### src/rtl/pipe_pkg.sv
`timescale 1ns/1ps
`default_nettype none
// ============================================================================
//  Module      : pipe_pkg
//  Description : Shared types and constants for the CPU pipeline stage
//                registers: occupancy type and encodings, the NOP instruction
//                used as the idle payload, and a small occupancy helper.
//  Revision    : 1.0  initial release
// ============================================================================
package pipe_pkg;

    typedef logic [1:0] occ_t;

    localparam occ_t OCC_EMPTY = 2'd0;
    localparam occ_t OCC_ONE   = 2'd1;
    localparam occ_t OCC_FULL  = 2'd2;

    // addi x0, x0, 0 -- idle payload for instruction-carrying stages
    localparam logic [31:0] NOP_INSTR = 32'h0000_0013;

    // Number of held entries given the two valid bits
    function automatic occ_t occ_count(input logic head_valid, input logic skid_valid);
        occ_t occ;
        occ = OCC_EMPTY;
        if (head_valid && skid_valid) begin
            occ = OCC_FULL;
        end else if (head_valid || skid_valid) begin
            occ = OCC_ONE;
        end
        return occ;
    endfunction

endpackage : pipe_pkg
`default_nettype wire

### src/rtl/pipe_data_reg.sv
`timescale 1ns/1ps
`default_nettype none
// ============================================================================
//  Module      : pipe_data_reg
//  Description : Payload register with asynchronous active-low reset, a
//                synchronous clear (wins over load) and a load enable.
//  Ports       : clk, n_rst       clock / async active-low reset
//                i_load           capture i_d on the next edge
//                i_clr            return to RESET_VALUE on the next edge
//                i_d / o_q        payload in / out
//  Revision    : 1.0  initial release
// ============================================================================
module pipe_data_reg #(
    parameter int               WIDTH       = 32,
    parameter logic [WIDTH-1:0] RESET_VALUE = '0
) (
    input  logic             clk,
    input  logic             n_rst,
    input  logic             i_load,
    input  logic             i_clr,
    input  logic [WIDTH-1:0] i_d,
    output logic [WIDTH-1:0] o_q
);

    logic [WIDTH-1:0] r_q;

    always_ff @(posedge clk or negedge n_rst) begin
        if (!n_rst) begin
            r_q <= RESET_VALUE;
        end else if (i_clr) begin
            r_q <= RESET_VALUE;
        end else if (i_load) begin
            r_q <= i_d;
        end
    end

    assign o_q = r_q;

endmodule : pipe_data_reg
`default_nettype wire

### src/rtl/pipe_elastic_stage.sv
`timescale 1ns/1ps
`default_nettype none
// ============================================================================
//  Module      : pipe_elastic_stage
//  Description : Valid/ready pipeline register between CPU stages. With
//                SKID_EN=1 a second (skid) entry lets i_in_ready come straight
//                from a flop; with SKID_EN=0 it is a single entry with a
//                combinational ready. Synchronous flush kills held entries; a
//                saturating counter tracks stalled output cycles.
//  Ports       : clk, n_rst                 clock / async active-low reset
//                i_flush                    kill all held entries
//                i_clr_stats                clear o_stall_cnt
//                i_in_valid/o_in_ready/i_in_data      upstream handshake
//                o_out_valid/i_out_ready/o_out_data   downstream handshake
//                o_occupancy                held entries (0..2)
//                o_stall_cnt                cycles with out_valid & !out_ready
//  Revision    : 1.0  initial release
// ============================================================================
module pipe_elastic_stage
    import pipe_pkg::*;
#(
    parameter int               WIDTH       = 32,
    parameter logic [WIDTH-1:0] RESET_VALUE = '0,
    parameter bit               SKID_EN     = 1'b1,
    parameter int               CNT_W       = 16
) (
    input  logic             clk,
    input  logic             n_rst,
    input  logic             i_flush,
    input  logic             i_clr_stats,
    input  logic             i_in_valid,
    output logic             o_in_ready,
    input  logic [WIDTH-1:0] i_in_data,
    output logic             o_out_valid,
    input  logic             i_out_ready,
    output logic [WIDTH-1:0] o_out_data,
    output logic [1:0]       o_occupancy,
    output logic [CNT_W-1:0] o_stall_cnt
);

    localparam logic [CNT_W-1:0] c_cnt_max = '1;

    logic             r_head_valid;
    logic             w_skid_valid;
    logic             w_in_ready;
    logic             w_acc;
    logic             w_pop;
    logic             w_head_load;
    logic             w_head_from_skid;
    logic             w_skid_load;
    logic             w_head_valid_nxt;
    logic             w_skid_valid_nxt;
    logic [WIDTH-1:0] w_head_d;
    logic [WIDTH-1:0] w_head_q;
    logic [WIDTH-1:0] w_skid_q;
    logic [CNT_W-1:0] r_stall_cnt;

    // With a skid entry, ready depends only on the skid flop; otherwise the
    // single entry can accept whenever it is empty or draining this cycle.
    assign w_in_ready = SKID_EN ? !w_skid_valid : (!r_head_valid || i_out_ready);
    assign w_acc      = i_in_valid && w_in_ready;
    assign w_pop      = r_head_valid && i_out_ready;

    // Next-state / datapath steering for the two entries
    always_comb begin
        w_head_load      = 1'b0;
        w_head_from_skid = 1'b0;
        w_skid_load      = 1'b0;
        w_head_valid_nxt = r_head_valid;
        w_skid_valid_nxt = w_skid_valid;
        if (w_pop && w_skid_valid) begin
            // Skid advances to head; a simultaneous accept refills skid
            w_head_load      = 1'b1;
            w_head_from_skid = 1'b1;
            w_head_valid_nxt = 1'b1;
            w_skid_load      = w_acc;
            w_skid_valid_nxt = w_acc;
        end else if (w_acc && (!r_head_valid || w_pop)) begin
            w_head_load      = 1'b1;
            w_head_valid_nxt = 1'b1;
        end else if (w_acc) begin
            // Head is held and not draining: only reachable with a skid entry
            w_skid_load      = 1'b1;
            w_skid_valid_nxt = 1'b1;
        end else if (w_pop) begin
            w_head_valid_nxt = 1'b0;
        end
    end

    assign w_head_d = w_head_from_skid ? w_skid_q : i_in_data;

    always_ff @(posedge clk or negedge n_rst) begin
        if (!n_rst) begin
            r_head_valid <= 1'b0;
        end else if (i_flush) begin
            r_head_valid <= 1'b0;
        end else begin
            r_head_valid <= w_head_valid_nxt;
        end
    end

    pipe_data_reg #(
        .WIDTH       (WIDTH),
        .RESET_VALUE (RESET_VALUE)
    ) u_head_reg (
        .clk    (clk),
        .n_rst  (n_rst),
        .i_load (w_head_load),
        .i_clr  (i_flush),
        .i_d    (w_head_d),
        .o_q    (w_head_q)
    );

    generate
        if (SKID_EN) begin : g_skid
            logic r_skid_valid;

            always_ff @(posedge clk or negedge n_rst) begin
                if (!n_rst) begin
                    r_skid_valid <= 1'b0;
                end else if (i_flush) begin
                    r_skid_valid <= 1'b0;
                end else begin
                    r_skid_valid <= w_skid_valid_nxt;
                end
            end

            pipe_data_reg #(
                .WIDTH       (WIDTH),
                .RESET_VALUE (RESET_VALUE)
            ) u_skid_reg (
                .clk    (clk),
                .n_rst  (n_rst),
                .i_load (w_skid_load),
                .i_clr  (i_flush),
                .i_d    (i_in_data),
                .o_q    (w_skid_q)
            );

            assign w_skid_valid = r_skid_valid;
        end else begin : g_no_skid
            assign w_skid_valid = 1'b0;
            assign w_skid_q     = RESET_VALUE;
        end
    endgenerate

    // Stall counter: clear wins, saturates at all-ones, ignores flush
    always_ff @(posedge clk or negedge n_rst) begin
        if (!n_rst) begin
            r_stall_cnt <= '0;
        end else if (i_clr_stats) begin
            r_stall_cnt <= '0;
        end else if (r_head_valid && !i_out_ready && (r_stall_cnt != c_cnt_max)) begin
            r_stall_cnt <= r_stall_cnt + 1'b1;
        end
    end

    assign o_in_ready  = w_in_ready;
    assign o_out_valid = r_head_valid;
    assign o_out_data  = w_head_q;
    assign o_occupancy = occ_count(r_head_valid, w_skid_valid);
    assign o_stall_cnt = r_stall_cnt;

endmodule : pipe_elastic_stage
`default_nettype wire
### config.mk
export PLATFORM = sky130hd
export DESIGN_NAME = pipe_elastic_stage
export DESIGN_NICKNAME = d
export VERILOG_FILES = /design/src/rtl/pipe_pkg.sv /design/src/rtl/pipe_data_reg.sv /design/src/rtl/pipe_elastic_stage.sv
export SDC_FILE = /design/constraint.sdc
export NUM_CORES = 1
export LEC_CHECK = 0
export CAP_MARGIN = 30
export CORE_ASPECT_RATIO = 0.6
export CORE_MARGIN = 10
export CORE_UTILIZATION = 54
export DETAILED_ROUTE_END_ITERATION = 8
export GPL_TIMING_DRIVEN = 0
export PLACE_DENSITY = 0.93
export SYNTH_ARGS = -nofsm -noshare
export SYNTH_HDL_FRONTEND = slang
export SYNTH_SLANG_ARGS = --single-unit
### constraint.sdc
create_clock -name clk -period 2.45 [get_ports clk]
set_clock_uncertainty 0.1 [all_clocks]
set_input_delay 0.49 -clock clk [delete_from_list [all_inputs] [get_ports clk]]
set_output_delay 0.49 -clock clk [all_outputs]
set_load 0.05 [all_outputs]
==> results of run 1 <==
## state kept, by name (all words and copies together) (netlist names)
name                   count
o_out_valid                1
g_skid.r_skid_valid        1
g_skid.u_skid_reg.o_q     32
o_stall_cnt               16
u_head_reg.o_q            32
## logic make-up after synthesis
group | after synthesis | synth area share, %
and+or+nand+nor | 151 | 18.9
AOI/OAI and AO/OA | 93 | 15.1
DFF | 82 | 53.2
muxes | 35 | 9.15
buffers and inverters | 29 | 3.08
adders and majority gates | 2 | 0.649
## layer usage
| layer | GRT usage (%) | share of wire (%) |
|---|---|---|
| met5 | 0 | 0 |
| met2 | 33.6 | 49 |
| met1 | 24.7 | 41 |
| met4 | 4.83 | 0.86 |
| met3 | 7.64 | 8.8 |
## cells in the mapped netlist, drive strengths merged
master | n | share of area, %
buf | 8 | 1.0
dfrtp | 82 | 53
nor2b | 4 | 0.65
nand4 | 4 | 1.2
nor4 | 2 | 0.71
o31ai | 3 | 0.58
nand2 | 70 | 6.9
and4 | 5 | 1.2
nor2 | 39 | 3.8
mux2i | 33 | 8.6
nand4b | 1 | 0.23
clkbuf | 18 | 1.8
nand3 | 6 | 0.91
o21bai | 1 | 0.19
mux2 | 2 | 0.58
nand2b | 5 | 0.81
a211oi | 33 | 6.4
o21ai | 6 | 0.78
or4 | 3 | 0.58
and3 | 3 | 0.52
or3 | 5 | 0.84
a21oi | 45 | 6.1
inv | 3 | 0.29
nor3 | 4 | 0.52
a31oi | 3 | 0.49
a311oi | 2 | 0.45
ha | 2 | 0.65
## cell type report
type / instances / area share (%)
well taps: 87 / 2.10
clock buffers: 10 / 4.60
repair buffers: 90 / 17.7
multi-input cells: 281 / 32.5
plain buffers: 26 / 2.07
inverters: 3 / 0.217
flip-flops and latches: 82 / 39.5
clock inverters: 6 / 1.40
## power by group through the flow
| stage | registers [mW] | logic [mW] | clock network [mW] |
|---|---|---|---|
| 6_report | 1.46 | 0.599 | 1.40 |
| 5_1_grt | 1.47 | 0.642 | 1.47 |
| 3_3_place_gp | 1.48 | 0.584 | 0 |
| 3_5_place_dp | 1.48 | 0.601 | 0 |
| 2_1_floorplan | 1.65 | 0.166 | 0 |
| 4_1_cts | 1.46 | 0.604 | 1.41 |
## stage by stage
stage / cells / hold WS, ns / power (mW) / worst slack, ns / TNS (ns)
6_report: 585 / 0.424 / 3.45 / 0.135 / 0
5_1_grt: 585 / 0.434 / 3.58 / 0.0833 / 0
4_1_cts: 585 / 0.422 / 3.47 / 0.0198 / 0
3_5_place_dp: 568 / 0.241 / 2.08 / -0.0196 / -0.0389
3_3_place_gp: 567 / 0.409 / 2.06 / -2.04 / -166.80
2_1_floorplan: 392 / 0.0944 / 1.82 / 0.356 / 0
## what timing repair did
| item | in CTS | in global routing |
|---|---|---|
| hold endpoints to repair | 10 | 0 |
| hold buffers | 1 | 0 |
| pin swaps | 0 | 0 |
| resized for setup | 1 | 1 |
| setup endpoints to repair | 1 | 1 |
## final timing paths
path                                                  startpoint                               endpoint  slack, ns
setup / recovery                      o_stall_cnt[8]$_DFFE_PN0P_                         o_stall_cnt[8]       0.14
hold / removal             g_skid.u_skid_reg.o_q[31]$_DFFE_PN0P_  g_skid.u_skid_reg.o_q[31]$_DFFE_PN0P_       0.42
setup reg to reg                      o_stall_cnt[0]$_DFFE_PN0P_             o_stall_cnt[8]$_DFFE_PN0P_       0.35
hold reg to reg            g_skid.u_skid_reg.o_q[31]$_DFFE_PN0P_  g_skid.u_skid_reg.o_q[31]$_DFFE_PN0P_       0.42
max in group asynchronous                                  n_rst             o_stall_cnt[7]$_DFFE_PN0P_       1.24
min in group asynchronous                                  n_rst  g_skid.u_skid_reg.o_q[30]$_DFFE_PN0P_       0.43
## worst reg2reg max path, stage by stage (launching register included)
cell and delay (ns):
dfrtp_1 0.41, ha_1 0.24, nand4b_1 0.24, o21bai_1 0.36
or3_2 0.49, a21oi_1 0.18
==> impl_metrics.tcl, run 1 <==
set metrics [dict create \
    status "completed" \
    cts_tree "done" \
    p_sw_share_pct 28.9 \
    ios 90 \
    post-route-util_pct 76.5 \
    dp_hpwl_um 7950 \
    cp_num_cells 1 \
    clockPowerShare_pct 40.4 \
    placed_cell_area_mm2 0.00487 \
    synthCells 392 \
    fmax_mhz 432 \
    grt_pass1_wl_um 17900 \
    drive_gt1_share_pct 7.63 \
    route.detailed.drc 0 \
    relSlewSlack_pct 63.1 \
    post_cts_buffers 0 \
    drv_cap 0 \
    ir_drop_mv 0.357 \
    cp.arrival_ns 1.72 \
    dieArea_mm2 0.0110 \
    yosysSeqAreaShare_pct 53.2 \
    via_per_inst 5.88 \
    r2r_cells 5 \
    die_h_um 85.5 \
    switching_power_uw 999 \
    min_period_ns 2.31 \
    drtPass1Iterations 5 \
    wl_per_cell_um 18.8 \
    ys_warn_count 0 \
    final_common_cell "clkdlybuf4s50_1" \
    layout.nets 533 \
    grt_max_degree 73 \
    cp_max_fo 8 \
    overflow 0 \
    root_buffer "clkbuf_16" \
    cts_buffers 9 \
    initial_core_util_pct 56.8 \
    rsz0062_at_grt "no" \
    critPathKind "reg2out" \
    p_comb_share_pct 17.3 \
    ys_types 37 \
    portBuffers 88 \
    synth.avg_cell_area_um2 9.84 \
    drt_iter0_drc 309 \
    final-seq-area_mm2 0.00205 \
    mappedNetlistArea_mm2 0.00386 \
    min_path_type "reg2reg" \
    power_leakage_nw 2.38 \
    setup_viol 0 \
    fillers 474 \
    mostFrequentLayoutCells "clkdlybuf4s50_1, dfrtp_1, nand2_1, a21oi_1, nor2_1" \
    htree_levels 3 \
    clockBufferDepth 2 \
    routed-via-count 3439 \
    crit_path_start_kind "register" \
    fin_crit_sh_pct 94.5 \
    internal-power_mw 2.46 \
    maxSlewViolCount 0 \
    gp_congestion 0.843 \
    core_mm2 0.00679 \
    holdPathStages 2 \
    clkTransAtPathRegs_ns 0.06 \
    antenna_cells 0 \
    tightest_slew_ns 0.553 \
    wl_um 11000 \
    die_x_um 129 \
    hold_viol_final 0 \
    syn-num-nets 432 \
    path_buf_inv 1 \
    clock_latency_ns 0.34 \
    antenna_found_initial 0 \
    path_delay_family "buffers and inverters" \
    synth_seq_cells 82 \
    row_count 23 \
    grt_pass1_vias 3536 \
    required_ns 1.86 \
    power_density_mw_per_mm2 665 \
    fin_area_mm2 0.00519 \
    clkSinkCount 82 \
    multi_input_area_mm2 0.00169 \
    path_cells "clkdlybuf4s50_1" \
    seqPwrFrac_pct 42.3 \
    crit_path_max_incr_delay_ns 0.87 \
    endpoint_kind "primary output" \
    syn2layout_area_growth_pct 34.7 \
    antenna_left 0 \
    track_usage_pct 20.4 \
    slowest_stage "clkdlybuf4s50_1" \
]
(Power assumes the default switching activity.)
==> run 2: changes to the inputs <==
--- a/config.mk
+++ b/config.mk
@@ -8,10 +8,12 @@
 export CAP_MARGIN = 30
 export CORE_ASPECT_RATIO = 0.6
 export CORE_MARGIN = 10
-export CORE_UTILIZATION = 54
+export CORE_UTILIZATION = 45
+export CTS_CLUSTER_DIAMETER = 100
 export DETAILED_ROUTE_END_ITERATION = 8
+export GPL_ROUTABILITY_DRIVEN = 0
 export GPL_TIMING_DRIVEN = 0
-export PLACE_DENSITY = 0.93
+export PLACE_DENSITY = 0.81
 export SYNTH_ARGS = -nofsm -noshare
 export SYNTH_HDL_FRONTEND = slang
 export SYNTH_SLANG_ARGS = --single-unit
==> impl_metrics.tcl, run 2 (synthesis gave the netlist of run 1 again) <==
set metrics [dict create \
    status "completed" \
    dieArea_mm2 0.0128 \
    fin_tns_setup_ns 0 \
    drive_gt1_share_pct 7.03 \
    fin_crit_sh_pct 96.7 \
    grt_pass1_wl_um 18200 \
    core_mm2 0.00843 \
    maxSlewViolCount 0 \
    post-route-util_pct 61.9 \
    hold_viol_final 0 \
    required_ns 1.86 \
    portBuffers 88 \
    p_total_mw 3.42 \
    cp_max_fo 8 \
    die_x_um 140 \
    path_buf_inv 1 \
    syn2layout_area_growth_pct 35.1 \
    crit_path_start_kind "register" \
    antenna_cells 0 \
    clockBufferDepth 2 \
    cts_buffers 9 \
    r2r_setup_slack_ns 0.44 \
    whs_ns 0.423 \
    multi_input_area_mm2 0.00169 \
    clkTransAtPathRegs_ns 0.06 \
    hold_end "g_skid.u_skid_reg.o_q[18]$_DFFE_PN0P_" \
    endpoint_kind "primary output" \
    ir_drop_mv 0.404 \
    route.detailed.drc 0 \
    row_count 26 \
    initial_core_util_pct 45.8 \
    cp.arrival_ns 1.78 \
    cts_tree "done" \
    relSlewSlack_pct 57.0 \
    dp_hpwl_um 8110 \
    ios 90 \
    drtPass1Iterations 5 \
    slowest_stage "clkdlybuf4s50_1" \
    crit_path_max_incr_delay_ns 0.80 \
    min_period_ns 2.37 \
    path_cells "ha_1 > clkdlybuf4s50_1" \
    layout.nets 533 \
    root_buffer "clkbuf_16" \
    r2r_cells 5 \
    mostFrequentLayoutCells "clkdlybuf4s50_1, dfrtp_1, nand2_1, a21oi_1, nor2_1" \
    holdPathStages 2 \
    r2r-end "o_stall_cnt[8]$_DFFE_PN0P_" \
    final_common_cell "clkdlybuf4s50_1" \
    via_per_inst 5.65 \
    min_path_type "reg2reg" \
    drt_iter0_drc 256 \
    grt_pass1_vias 3497 \
    critPathKind "reg2out" \
    final-seq-area_mm2 0.00205 \
    fmax_mhz 422 \
    wl_um 11100 \
    grt_max_degree 61 \
    track_usage_pct 17.5 \
    worstHoldStart "g_skid.u_skid_reg.o_q[18]$_DFFE_PN0P_" \
    drv_cap 0 \
    tightest_slew_ns 0.645 \
    antenna_found_initial 0 \
    routed-via-count 3444 \
    stdcell_count 610 \
    clock_latency_ns 0.34 \
    post-place-cells 593 \
    die_h_um 91.7 \
    rsz0062_at_grt "no" \
    overflow 0 \
    htree_levels 3 \
    r2r-start "o_stall_cnt[0]$_DFFE_PN0P_" \
    clkSinkCount 82 \
    power_density_mw_per_mm2 657 \
    fillers 661 \
    antenna_left 0 \
    path_delay_family "buffers and inverters" \
    setup_viol 0 \
    wl_per_cell_um 18.2 \
    power_leakage_nw 2.35 \
]
[run 2: changes by cell type in the layout (fill, tap and decap cells not counted)]
cell	delta
clkinvlp_4	-1
inv_6	-2
clkbuf_8	+1
dlymetal6s2s_1	-1
clkinv_4	-2
clkdlybuf4s50_1	+1
clkinv_2	+1
clkbuf_1	+3
[run 2: power breakdown]
| group | switching, mW | total (mW) | internal (mW) |
|---|---|---|---|
| Sequential | 0.0420 | 1.46 | 1.42 |
| Clock | 0.518 | 1.36 | 0.845 |
| Combinational | 0.389 | 0.600 | 0.211 |
[run 2: routing by layer]
| layer | track usage [%] | up-vias | wire length, µm | share of wire [%] |
|---|---|---|---|---|
| met3 | 5.46 | 16 | 1010 | 9.1 |
| met2 | 26.8 | 150 | 5130 | 46 |
| li1 | - | 1592 | - | - |
| met5 | 0 | - | 0 | 0 |
| met4 | 6.14 | 0 | 149 | 1.3 |
| met1 | 22.9 | 1686 | 4830 | 43 |
[run 2: worst max-delay path by stage]
stage,slack (ns),cells after the start,endpoint,startpoint
2_1_floorplan,0.36,5,o_stall_cnt[9]$_DFFE_PN0P_,o_stall_cnt[0]$_DFFE_PN0P_
3_3_place_gp,-2.08,1,u_head_reg.o_q[7]$_DFFE_PN0P_,n_rst
3_5_place_dp,0.02,6,u_head_reg.o_q[29]$_DFFE_PN0P_,i_out_ready
4_1_cts,0.08,2,o_occupancy[1],o_out_valid$_DFFE_PN0P_
5_1_grt,0.02,2,o_occupancy[1],o_out_valid$_DFFE_PN0P_
6_report,0.08,2,o_occupancy[1],o_out_valid$_DFFE_PN0P_
[run 2: metrics by stage]
stage / instance area [µm²] / setup WS, ns
3_3_place_gp: 4880 / -2.08
3_5_place_dp: 4900 / 0.0159
5_1_grt: 5210 / 0.0159
6_report: 5210 / 0.0809
4_1_cts: 5210 / 0.0782
2_1_floorplan: 3860 / 0.356
[run 2: worst reg2reg max path: cells and delay by family (launching register included)]
family	cells	cell delay (ns)
flops	1	0.40
compound gates	2	0.52
fa+ha+maj	1	0.22
simple gates	2	0.71
[run 2: cell type report]
type / instances / share of cell area, %
inverters: 3 / 0.216
clock buffers: 14 / 5.07
repair buffers: 90 / 17.6
plain buffers: 26 / 2.06
well taps: 112 / 2.69
flip-flops and latches: 82 / 39.4
clock inverters: 2 / 0.672
multi-input cells: 281 / 32.4
[run 2: repair_timing]
action | in CTS | in global routing
resized for setup | 1 | 0
hold buffers | 1 | 0
buffers inserted | 0 | 0
endpoints found under the hold margin | 22 | 0
setup endpoints to repair | 1 | 0
